**src/rtl/mem_access_unit_if.sv**
```systemverilog
// mem_access_unit_if: pipeline memory port plus SRAM port of the memory access unit
// slave modport: the access unit (takes pipeline requests and SRAM read data, drives the SRAM).
// master modport: the pipeline/SRAM side (drives requests and read data, observes results).
interface mem_access_unit_if #(parameter int DATA_WIDTH = 32, parameter int SRAM_ADDR_WIDTH = 14);
  logic [DATA_WIDTH-1:0] memoryAddress;
  logic [DATA_WIDTH-1:0] memoryDataWrite;
  logic [1:0] memoryLength;
  logic store;
  logic load;
  logic loadUnsigned;
  logic [DATA_WIDTH-1:0] memoryDataRead;
  logic busy;
  logic misaligned;
  logic [SRAM_ADDR_WIDTH-1:0] sram_addr;
  logic sram_re;
  logic sram_we;
  logic [3:0] sram_byteEn;
  logic [DATA_WIDTH-1:0] sram_wdata;
  logic [DATA_WIDTH-1:0] sram_rdata;
  modport slave (
    input memoryAddress, memoryDataWrite, memoryLength, store, load, loadUnsigned, sram_rdata,
    output memoryDataRead, busy, misaligned, sram_addr, sram_re, sram_we, sram_byteEn, sram_wdata
  );
  modport master (
    output memoryAddress, memoryDataWrite, memoryLength, store, load, loadUnsigned, sram_rdata,
    input memoryDataRead, busy, misaligned, sram_addr, sram_re, sram_we, sram_byteEn, sram_wdata
  );
endinterface

```
**src/rtl/mem_access_unit.sv**
```systemverilog
// mem_access_unit: byte-addressed load/store to word SRAM with lane alignment, extension and split accesses
// Ports: clk; reset (async, active-low); bus (mem_access_unit_if.slave: pipeline request/response + SRAM port).
// Optional macro MEM_MISALIGN_TRAP_EN: word-crossing requests are flagged but not executed; split states removed.
module mem_access_unit #(
  parameter int DATA_WIDTH = 32,
  parameter int SRAM_ADDR_WIDTH = 14
) (
  input logic clk,
  input logic reset,
  mem_access_unit_if.slave bus
);
`ifdef MEM_MISALIGN_TRAP_EN
  typedef enum logic [2:0] {IDLE, LOAD_RESP} state_t;
`else
  typedef enum logic [2:0] {IDLE, LOAD_RESP, SPLIT_LD2, SPLIT_LD_RESP, SPLIT_ST2} state_t;
`endif
  state_t state, next;
  logic [1:0] offset, r_off, r_len;
  logic [SRAM_ADDR_WIDTH-1:0] widx;
  logic [2:0] nbytes;
  logic split, ready, accept_st, accept_ld, resp, r_uns;
  logic [3:0] mask;
  logic [63:0] st_wide, rd_wide;
  logic [7:0] mask_wide;
  logic [DATA_WIDTH-1:0] sh, fmt, hold;
  assign offset = bus.memoryAddress[1:0];
  assign widx = bus.memoryAddress[SRAM_ADDR_WIDTH+1:2];
  assign nbytes = bus.memoryLength == 2'd0 ? 3'd1 : bus.memoryLength == 2'd1 ? 3'd2 : 3'd4;
  assign split = {1'b0, offset} + nbytes > 3'd4;
  assign mask = bus.memoryLength == 2'd0 ? 4'h1 : bus.memoryLength == 2'd1 ? 4'h3 : 4'hF;
  // Upper halves of these carry the part of a split store that lands in the next word.
  assign st_wide = {32'b0, bus.memoryDataWrite} << {offset, 3'b0};
  assign mask_wide = {4'b0, mask} << offset;
  // Requests are gated by reset so no enable can leak out while reset is held.
  assign accept_st = reset && ready && bus.store;
  assign accept_ld = reset && ready && bus.load && !bus.store;
  assign sh = 32'(rd_wide >> {r_off, 3'b0});
`ifdef MEM_MISALIGN_TRAP_EN
  logic r_trap;
  assign ready = 1'b1;
  assign bus.busy = 1'b0;
  assign resp = state == LOAD_RESP;
  assign rd_wide = {32'b0, bus.sram_rdata};
  assign fmt = r_trap ? '0 : r_len == 2'd0 ? {{24{~r_uns & sh[7]}}, sh[7:0]} :
               r_len == 2'd1 ? {{16{~r_uns & sh[15]}}, sh[15:0]} : sh;
`else
  logic [SRAM_ADDR_WIDTH-1:0] r_widx2;
  logic [DATA_WIDTH-1:0] r_first, r_hi_data;
  logic [3:0] r_hi_mask;
  assign bus.busy = state == SPLIT_LD2 || state == SPLIT_ST2;
  assign ready = !bus.busy;
  assign resp = state == LOAD_RESP || state == SPLIT_LD_RESP;
  assign rd_wide = state == SPLIT_LD_RESP ? {bus.sram_rdata, r_first} : {32'b0, bus.sram_rdata};
  assign fmt = r_len == 2'd0 ? {{24{~r_uns & sh[7]}}, sh[7:0]} :
               r_len == 2'd1 ? {{16{~r_uns & sh[15]}}, sh[15:0]} : sh;
`endif
  assign bus.memoryDataRead = resp ? fmt : hold;
  always_comb begin
    next = IDLE;
    bus.sram_re = 1'b0;
    bus.sram_we = 1'b0;
    bus.sram_addr = '0;
    bus.sram_byteEn = 4'h0;
    bus.sram_wdata = '0;
    bus.misaligned = 1'b0;
`ifndef MEM_MISALIGN_TRAP_EN
    if (state == SPLIT_LD2) begin
      bus.sram_re = 1'b1;
      bus.sram_addr = r_widx2;
      next = SPLIT_LD_RESP;
    end else if (state == SPLIT_ST2) begin
      bus.sram_we = 1'b1;
      bus.sram_addr = r_widx2;
      bus.sram_byteEn = r_hi_mask;
      bus.sram_wdata = r_hi_data;
    end else
`endif
    if (accept_st) begin
      bus.misaligned = split;
      bus.sram_addr = widx;
      bus.sram_byteEn = mask_wide[3:0];
      bus.sram_wdata = st_wide[31:0];
`ifdef MEM_MISALIGN_TRAP_EN
      bus.sram_we = !split;
`else
      bus.sram_we = 1'b1;
      next = split ? SPLIT_ST2 : IDLE;
`endif
    end else if (accept_ld) begin
      bus.misaligned = split;
      bus.sram_addr = widx;
`ifdef MEM_MISALIGN_TRAP_EN
      bus.sram_re = !split;
      next = LOAD_RESP;
`else
      bus.sram_re = 1'b1;
      next = split ? SPLIT_LD2 : LOAD_RESP;
`endif
    end
  end
  always_ff @(posedge clk or negedge reset) begin
    if (!reset) begin
      state <= IDLE;
      hold <= '0;
      r_off <= 2'd0;
      r_len <= 2'd0;
      r_uns <= 1'b0;
`ifdef MEM_MISALIGN_TRAP_EN
      r_trap <= 1'b0;
`else
      r_widx2 <= '0;
      r_first <= '0;
      r_hi_data <= '0;
      r_hi_mask <= 4'h0;
`endif
    end else begin
      state <= next;
      if (resp) hold <= fmt;
      if (accept_ld) begin
        r_off <= offset;
        r_len <= bus.memoryLength;
        r_uns <= bus.loadUnsigned;
`ifdef MEM_MISALIGN_TRAP_EN
        r_trap <= split;
`endif
      end
`ifndef MEM_MISALIGN_TRAP_EN
      if (accept_ld || accept_st) r_widx2 <= widx + 1'b1;
      if (accept_st) begin
        r_hi_data <= st_wide[63:32];
        r_hi_mask <= mask_wide[7:4];
      end
      if (state == SPLIT_LD2) r_first <= bus.sram_rdata;
`endif
    end
  end
endmodule

```
**src/flat_wrapper.sv**
```systemverilog
// flat-port wrapper written by rule: the top's interface ports become plain ports
module mem_access_unit_flat 
#(
  parameter int DATA_WIDTH = 32,
  parameter int SRAM_ADDR_WIDTH = 14
)
  (clk, reset, bus_memoryAddress, bus_memoryDataWrite, bus_memoryLength, bus_store, bus_load, bus_loadUnsigned, bus_sram_rdata, bus_memoryDataRead, bus_busy, bus_misaligned, bus_sram_addr, bus_sram_re, bus_sram_we, bus_sram_byteEn, bus_sram_wdata);
  mem_access_unit_if #(.DATA_WIDTH(DATA_WIDTH), .SRAM_ADDR_WIDTH(SRAM_ADDR_WIDTH)) bus_i ();
  input logic clk;
  input logic reset;
  input wire logic [$bits(bus_i.memoryAddress)-1:0] bus_memoryAddress;
  input wire logic [$bits(bus_i.memoryDataWrite)-1:0] bus_memoryDataWrite;
  input wire logic [$bits(bus_i.memoryLength)-1:0] bus_memoryLength;
  input wire logic [$bits(bus_i.store)-1:0] bus_store;
  input wire logic [$bits(bus_i.load)-1:0] bus_load;
  input wire logic [$bits(bus_i.loadUnsigned)-1:0] bus_loadUnsigned;
  input wire logic [$bits(bus_i.sram_rdata)-1:0] bus_sram_rdata;
  output wire logic [$bits(bus_i.memoryDataRead)-1:0] bus_memoryDataRead;
  output wire logic [$bits(bus_i.busy)-1:0] bus_busy;
  output wire logic [$bits(bus_i.misaligned)-1:0] bus_misaligned;
  output wire logic [$bits(bus_i.sram_addr)-1:0] bus_sram_addr;
  output wire logic [$bits(bus_i.sram_re)-1:0] bus_sram_re;
  output wire logic [$bits(bus_i.sram_we)-1:0] bus_sram_we;
  output wire logic [$bits(bus_i.sram_byteEn)-1:0] bus_sram_byteEn;
  output wire logic [$bits(bus_i.sram_wdata)-1:0] bus_sram_wdata;
  assign bus_i.memoryAddress = bus_memoryAddress;
  assign bus_i.memoryDataWrite = bus_memoryDataWrite;
  assign bus_i.memoryLength = bus_memoryLength;
  assign bus_i.store = bus_store;
  assign bus_i.load = bus_load;
  assign bus_i.loadUnsigned = bus_loadUnsigned;
  assign bus_i.sram_rdata = bus_sram_rdata;
  assign bus_memoryDataRead = bus_i.memoryDataRead;
  assign bus_busy = bus_i.busy;
  assign bus_misaligned = bus_i.misaligned;
  assign bus_sram_addr = bus_i.sram_addr;
  assign bus_sram_re = bus_i.sram_re;
  assign bus_sram_we = bus_i.sram_we;
  assign bus_sram_byteEn = bus_i.sram_byteEn;
  assign bus_sram_wdata = bus_i.sram_wdata;
  mem_access_unit #(.DATA_WIDTH(DATA_WIDTH), .SRAM_ADDR_WIDTH(SRAM_ADDR_WIDTH)) u_core (.clk(clk), .reset(reset), .bus(bus_i));
endmodule
```
**config.mk**
```make
export PLATFORM = sky130hd
export DESIGN_NAME = mem_access_unit_flat
export DESIGN_NICKNAME = d
export VERILOG_FILES = /design/src/rtl/mem_access_unit_if.sv /design/src/rtl/mem_access_unit.sv /design/src/flat_wrapper.sv
export SDC_FILE = /design/constraint.sdc
export NUM_CORES = 1
export LEC_CHECK = 0
export ABC_AREA = 0
export CORE_AREA = 4 4 145 147
export CTS_BUF_LIST = sky130_fd_sc_hd__clkbuf_16
export DETAILED_ROUTE_END_ITERATION = 10
export DIE_AREA = 0 0 149 151
export SLEW_MARGIN = 40
export SYNTH_ARGS = -nofsm -noshare
export SYNTH_HDL_FRONTEND = slang
export SYNTH_SLANG_ARGS = --single-unit
```
**constraint.sdc**
```tcl
create_clock -name clk -period 3.4 [get_ports clk]
set_input_delay 0.68 -clock clk [delete_from_list [all_inputs] [get_ports clk]]
set_output_delay 0.68 -clock clk [all_outputs]
set_load 0.03 [all_outputs]
```
Word-level counts from Yosys, hierarchy flattened --
Cells that the tools add are included.
Operators by class: add/sub/neg operators 2, shift operators 3, $lt $le $gt $ge 1, bitwise operators 3, reduce and logical (&&, ||, !) cells 11, equal/unequal tests 6, multiplexer cells 35
Operators by type and width (count):
- $mux W32 | 6
- $mux W64 | 1
- $shl A32 B5 Y64 | 1
- $shr A64 B5 Y32 | 1
- $mux W14 | 4
- $mux W3 | 7
- $mux W4 | 5
- $add A14 B1 Y14 const B | 1
- $mux W1 | 11
- $shl A4 B2 Y8 | 1
- $eq A3 B2 Y1 const B | 2
- $eq A2 B1 Y1 const B | 2
- $logic_and A1 B1 Y1 | 4
- $logic_not A2 Y1 | 2
- $add A2 B3 Y3 | 1
- $eq A3 B1 Y1 const B | 1
- $eq A3 B3 Y1 const B | 1
- $gt A3 B3 Y1 const B | 1
- $logic_or A1 B1 Y1 | 3
- $and A1 B1 Y1 | 2
- $logic_not A1 Y1 | 2
- $mux W2 | 1
- $not A1 Y1 | 1
Storage, ports and cells: input bits 103, logic and storage cells 70, register bits 122, output and inout port bits 86

Longest topological paths before layout --
depth after elaboration 10, mapped depth 9, mapped depth without buffers 7

Worst setup path before layout --
Ideal clock, no wire load.
path kind in2out, start point input bus_memoryLength[1], end point output bus_misaligned, data required time 2.720 ns, buffers on the path 1, arrival 2.603 ns, slack 0.117 ns, cell stages on the path 7, path through clkbuf_1 nor2_1 ha_1 fa_1 xor2_1 o21ai_0 nor3_1
On the way: word-level cells in the longest chain between the ends 9, elaborated cells between the ends (all ways) 10, those cells by class 1 x add/sub; 1 x order compare; 1 x eq/ne; 6 x mux; 1 x reduce/logical
Ends and longest elaborated chain:
- start, declared | line flat_wrapper.sv:13 | input wire logic [$bits(bus_i.memoryLength)-1:0] bus_memoryLength;
- $eq A2 B1 Y1 | line mem_access_unit.sv:28 | assign nbytes = bus.memoryLength == 2'd0 ? 3'd1 : bus.memoryLength == 2'd1 ? 3'd2 : 3'd4;
- $mux W3 | line mem_access_unit.sv:28
- $mux W3 * | line mem_access_unit.sv:28
- $add A2 B3 Y3 * | line mem_access_unit.sv:29 | assign split = {1'b0, offset} + nbytes > 3'd4;
- $gt A3 B3 Y1 * | line mem_access_unit.sv:29
- $mux W1 | line mem_access_unit.sv:89 | end else if (accept_ld) begin
- $mux W1 * | line mem_access_unit.sv:78 | if (accept_st) begin
- $mux W1 * | line mem_access_unit.sv:71 | end else if (state == SPLIT_ST2) begin
- $mux W1 * | line mem_access_unit.sv:67 | if (state == SPLIT_LD2) begin
- end, declared | line flat_wrapper.sv:20 | output wire logic [$bits(bus_i.misaligned)-1:0] bus_misaligned;
Every way passes the cells marked *; elsewhere a longest branch is shown, timed or not.

Final worst setup path --
start point register u_core.state[2], end point output bus_memoryDataRead[28]
On the way: word-level cells in the longest chain between the ends 7, elaborated cells between the ends (all ways) 10, those cells by class 2 x eq/ne; 1 x shift; 4 x mux; 2 x bitwise; 1 x reduce/logical
Ends and longest elaborated chain:
- start, declared | line mem_access_unit.sv:17 | state_t state, next;
- start signal, assigned | line mem_access_unit.sv:117 | state <= next;
- $eq A3 B2 Y1 | line mem_access_unit.sv:52, mem_access_unit.sv:53
- $mux W64 | line mem_access_unit.sv:53 | assign rd_wide = state == SPLIT_LD_RESP ? {bus.sram_rdata, r_first} : {32'b0, bus.sram_rdata};
- $shr A64 B5 Y32 | line mem_access_unit.sv:37 | assign sh = 32'(rd_wide >> {r_off, 3'b0});
- $and A1 B1 Y1 | line mem_access_unit.sv:55 | r_len == 2'd1 ? {{16{~r_uns & sh[15]}}, sh[15:0]} : sh;
- $mux W32 | line mem_access_unit.sv:55
- $mux W32 | line mem_access_unit.sv:54 | assign fmt = r_len == 2'd0 ? {{24{~r_uns & sh[7]}}, sh[7:0]} :
- $mux W32 *
- end, declared | line flat_wrapper.sv:18 | output wire logic [$bits(bus_i.memoryDataRead)-1:0] bus_memoryDataRead;
Marked as above.

==> out/qor.log <==
[outcome] outcome completed
[placement] placed cell areas 9097 sq um
[synth] largest cells by area after synthesis sky130_fd_sc_hd__dfrtp_1 (42%), sky130_fd_sc_hd__nand2_1 (11%), sky130_fd_sc_hd__mux2i_1 (6.2%)
[synth] Syn Std Cell Area 6807 sq um
[routing] detailed router's first-iteration violation count 319
[global_routing] pin count of the biggest net entering global routing 65
[sta] number of failing setup endpoints in the final timing report 0
[worst_setup_path] end of the worst register-to-register path u_core.hold[28]$_DFF_PN0_
[synth] area share of the largest cell type after synthesis 41.54%
[placement] detailed placer's ending HPWL 16080 microns
[run] max-capacitance violation count 0
[floorplan] die width 149 microns
[floorplan] I/O pin count 189
[final_layout] Layout area overhead 46.49%
[synth] main flop type after synthesis sky130_fd_sc_hd__dfrtp_1
[floorplan] height of the die 151 microns
[worst_setup_path] largest incremental delay on the critical path 560 ps
[sta] unrepaired setup endpoints after global routing yes
[final_layout] Layout Cell Area excl Fill 9971 sq um
[sta] max-slew headroom at the worst pin 50.00%
[placement] count of input and output buffers 172
[global_routing] number of antenna violations at the first check in global routing 1
[synth] yosys synthesis warning count 0
[cts] H-tree depth 4
[worst_setup_path] arrival time reported for the critical path endpoint 2710 ps
[routing] drt via density 5.149
[routing] router iterations before antenna repair 4
[synth] register bit count reported by yosys 113
[sta] final period utilization 99.76%
[routing] Routed WL per cell 18.08 microns
[final_layout] commonest non-fill, non-tap cell in the layout sky130_fd_sc_hd__nand2_1
[cts] number of buffers created by CTS 17
[routing] overall via count from detail_route 6446
[worst_setup_path] origin of the critical flop-to-flop path u_core.state[2]$_DFF_PN0_
[floorplan] standard-cell row count 52
[sta] max-slew violation total from the final report 0
[worst_setup_path] crit path buf inv count 4
[cts] CTS Buffer Depth 2
[global_routing] number of global-route vias before repair 6441
[synth] largest area contributor in the synthesized netlist sky130_fd_sc_hd__dfrtp_1
[worst_setup_path] cell-by-cell listing of the critical path and3b_2 -> buf_12 -> buf_12 -> mux4_2 -> o211a_4 -> buf_4 -> a21oi_4 -> buf_6
[sta] worst clock skew on the final layout 12.77 ps
[floorplan] initial standard-cell utilization of the core 34.19%
[worst_setup_path] cell type group with the largest total delay on the critical path buffers and inverters
[worst_setup_path] required time of the worst setup path 2720 ps
[worst_setup_path] startpoint kind of the worst setup timing path flop
[sta] Least-Margin Pin Slew 747.3 ps
[sta] Total Negative Setup Slacks 0 ps
[worst_setup_path] critical path type flop to output port
[global_routing] global-route wire length before repair 35560 microns
[worst_setup_path] number of cells on the worst reg-to-reg path 8
[worst_setup_path] biggest fanout along the worst timing path 11
[final_layout] Antenna Diode Count 0
[sta] Peak Freq 0.2948 GHz
[cts] Hold Buf Count CTS 0
[worst_setup_path] setup slack of the most critical reg-to-reg path 1080 ps
[floorplan] core footprint 19910 sq um
[power] Static Leak 4.431 nW
[synth] Post-Synthesis Net Count 869
[global_routing] Congestion Overflow GR 0
[synth] number of enable-type register cells in the synthesized netlist 0
[synth] Post-Syn Instances 762
[sta] final hold vios 0
[routing] ANT nets after route 0
[global_routing] overall track demand over capacity in global routing 20.29%
[synth] proportion of synthesized chip area in sequential cells 41.54%
[final_layout] post-layout net count 1077
[power] total power per unit cell area 808.0 nW/um^2
[worst_setup_path] crit-path most repeated cell sky130_fd_sc_hd__buf_12
[synth] number of distinct standard cells referenced by the synthesized netlist 53
[synth] async set-reset flop share out of synthesis 100.0%
[final_layout] share of final-layout standard cells stronger than drive strength 1 26.17%
[cts] clock latency reported for the late side of the worst-skew pair 420 ps
[worst_setup_path] Slowest cell on crit path sky130_fd_sc_hd__mux4_2
[power] maximum VDD drop 370.9 uV
[min_path] Min-Delay Path Class input pin to async pin
[routing] count of unresolved DRC violations after routing 0
[placement] routability congestion estimate 0.8486
[final_layout] most frequent cells in the layout sky130_fd_sc_hd__nand2_1 (193), sky130_fd_sc_hd__buf_4 (124), sky130_fd_sc_hd__dfrtp_1 (109)
[power] post-layout power 0.008056 W
[worst_setup_path] nature of the critical path endpoint output port
[cts] clock input transition at the sequential cells of the worst setup and hold paths 60 ps
[cts] CTS tree yes
[routing] Detailed Route WL 22640 microns
[sta] minimum clock period 3392 ps
[worst_setup_path] startpoint of the most critical setup path u_core.state[2]$_DFF_PN0_
[floorplan] area of the die 22500 sq um
[synth] Mean Syn Cell Area 8.932 sq um
[cts] clock sink count 113
[cts] root buffer cell sky130_fd_sc_hd__clkbuf_16
kinds of logic (layout without fill, tap and decap cells):
| family | count (synthesis) | count (layout) | share of synthesized area, % |
|---|---|---|---|
| xor gates and xnor gates | 13 | 13 | 1.673 |
| DFF | 113 | 113 | 41.54 |
| muxes | 80 | 80 | 15.28 |
| AOI/OAI and AO/OA | 187 | 188 | 17.67 |
| buffers and inverters | 63 | 282 | 3.897 |
| adders and majority gates | 5 | 5 | 0.9927 |
| and+or+nand+nor | 301 | 301 | 18.95 |
registers in the layout (all words and copies together), names as in the netlist:
| name | cells |
|---|---|
| u_core.hold | 32 |
| u_core.r_hi_mask | 3 |
| u_core.state | 3 |
| u_core.r_len | 2 |
| u_core.r_off | 2 |
| u_core.r_first | 32 |
| u_core.r_uns | 1 |
| u_core.r_hi_data | 24 |
| u_core.r_widx2 | 14 |
what timing repair did:
item	4_1_cts	5_1_grt
gates resized for setup	53	20
endpoints found under the setup margin	31	23
cloned	1	0
setup buffers	11	2
pin swaps	4	3
synth_stat cells (14+ instances only):
master	n
sky130_fd_sc_hd__nand2_1	194
sky130_fd_sc_hd__dfrtp_1	113
sky130_fd_sc_hd__o21ai_0	69
sky130_fd_sc_hd__nor2_1	51
sky130_fd_sc_hd__mux2i_1	42
sky130_fd_sc_hd__a21oi_1	39
sky130_fd_sc_hd__clkbuf_1	34
sky130_fd_sc_hd__a211oi_1	25
sky130_fd_sc_hd__nor2b_1	24
sky130_fd_sc_hd__a22o_1	21
sky130_fd_sc_hd__mux2_2	21
sky130_fd_sc_hd__mux4_2	17
sky130_fd_sc_hd__buf_2	14
power by group:
group          leakage [nW]  switching, W  internal (W)
Combinational          2.77       0.00233       0.00179
Clock                 0.280      0.000653       0.00106
Sequential             1.38      0.000320       0.00190
Total                  4.43       0.00331       0.00475
routing by layer:
layer / up-vias / part of all wire, % / track usage (%)
met5: - / 0.057 / 0
met1: 3100 / 43 / 26.24
li1: 3112 / - / -
met2: 202 / 47 / 32.29
met3: 30 / 7.0 / 5.835
met4: 2 / 2.8 / 7.872
worst max path at each step:
stage / endpoint / slack [ps] / cells after the start
finish: bus_memoryDataRead[28] / 8 / 8
global route: bus_memoryDataRead[28] / -60 / 8
CTS: bus_memoryDataRead[25] / 3 / 8
detailed placement: bus_memoryDataRead[14] / -410 / 6
global placement: bus_memoryDataRead[14] / -390 / 6
floorplan: bus_misaligned / 120 / 7
layout make-up:
class	instances	area [sq um]
flip-flops and latches	113	2833
inverters	6	22.52
clock inverters	14	126.4
fillers	1889	9938
multi-input cells	587	3908
clock buffers	17	425.4
well taps	270	337.8
repair buffers	245	2318
through the flow:
stage	hold WS (ps)	setup slack [ps]	instances	util (%)
6_report	86.82	8.091	1252	50.08
5_1_grt	74.61	-59.70	1252	50.08
4_1_cts	71.57	2.939	1250	49.65
3_5_place_dp	463.5	-409.9	1207	45.70
3_3_place_gp	450.8	-391.6	1207	45.68
2_1_floorplan	384.4	116.9	762	-
(Power assumes the default switching activity.)
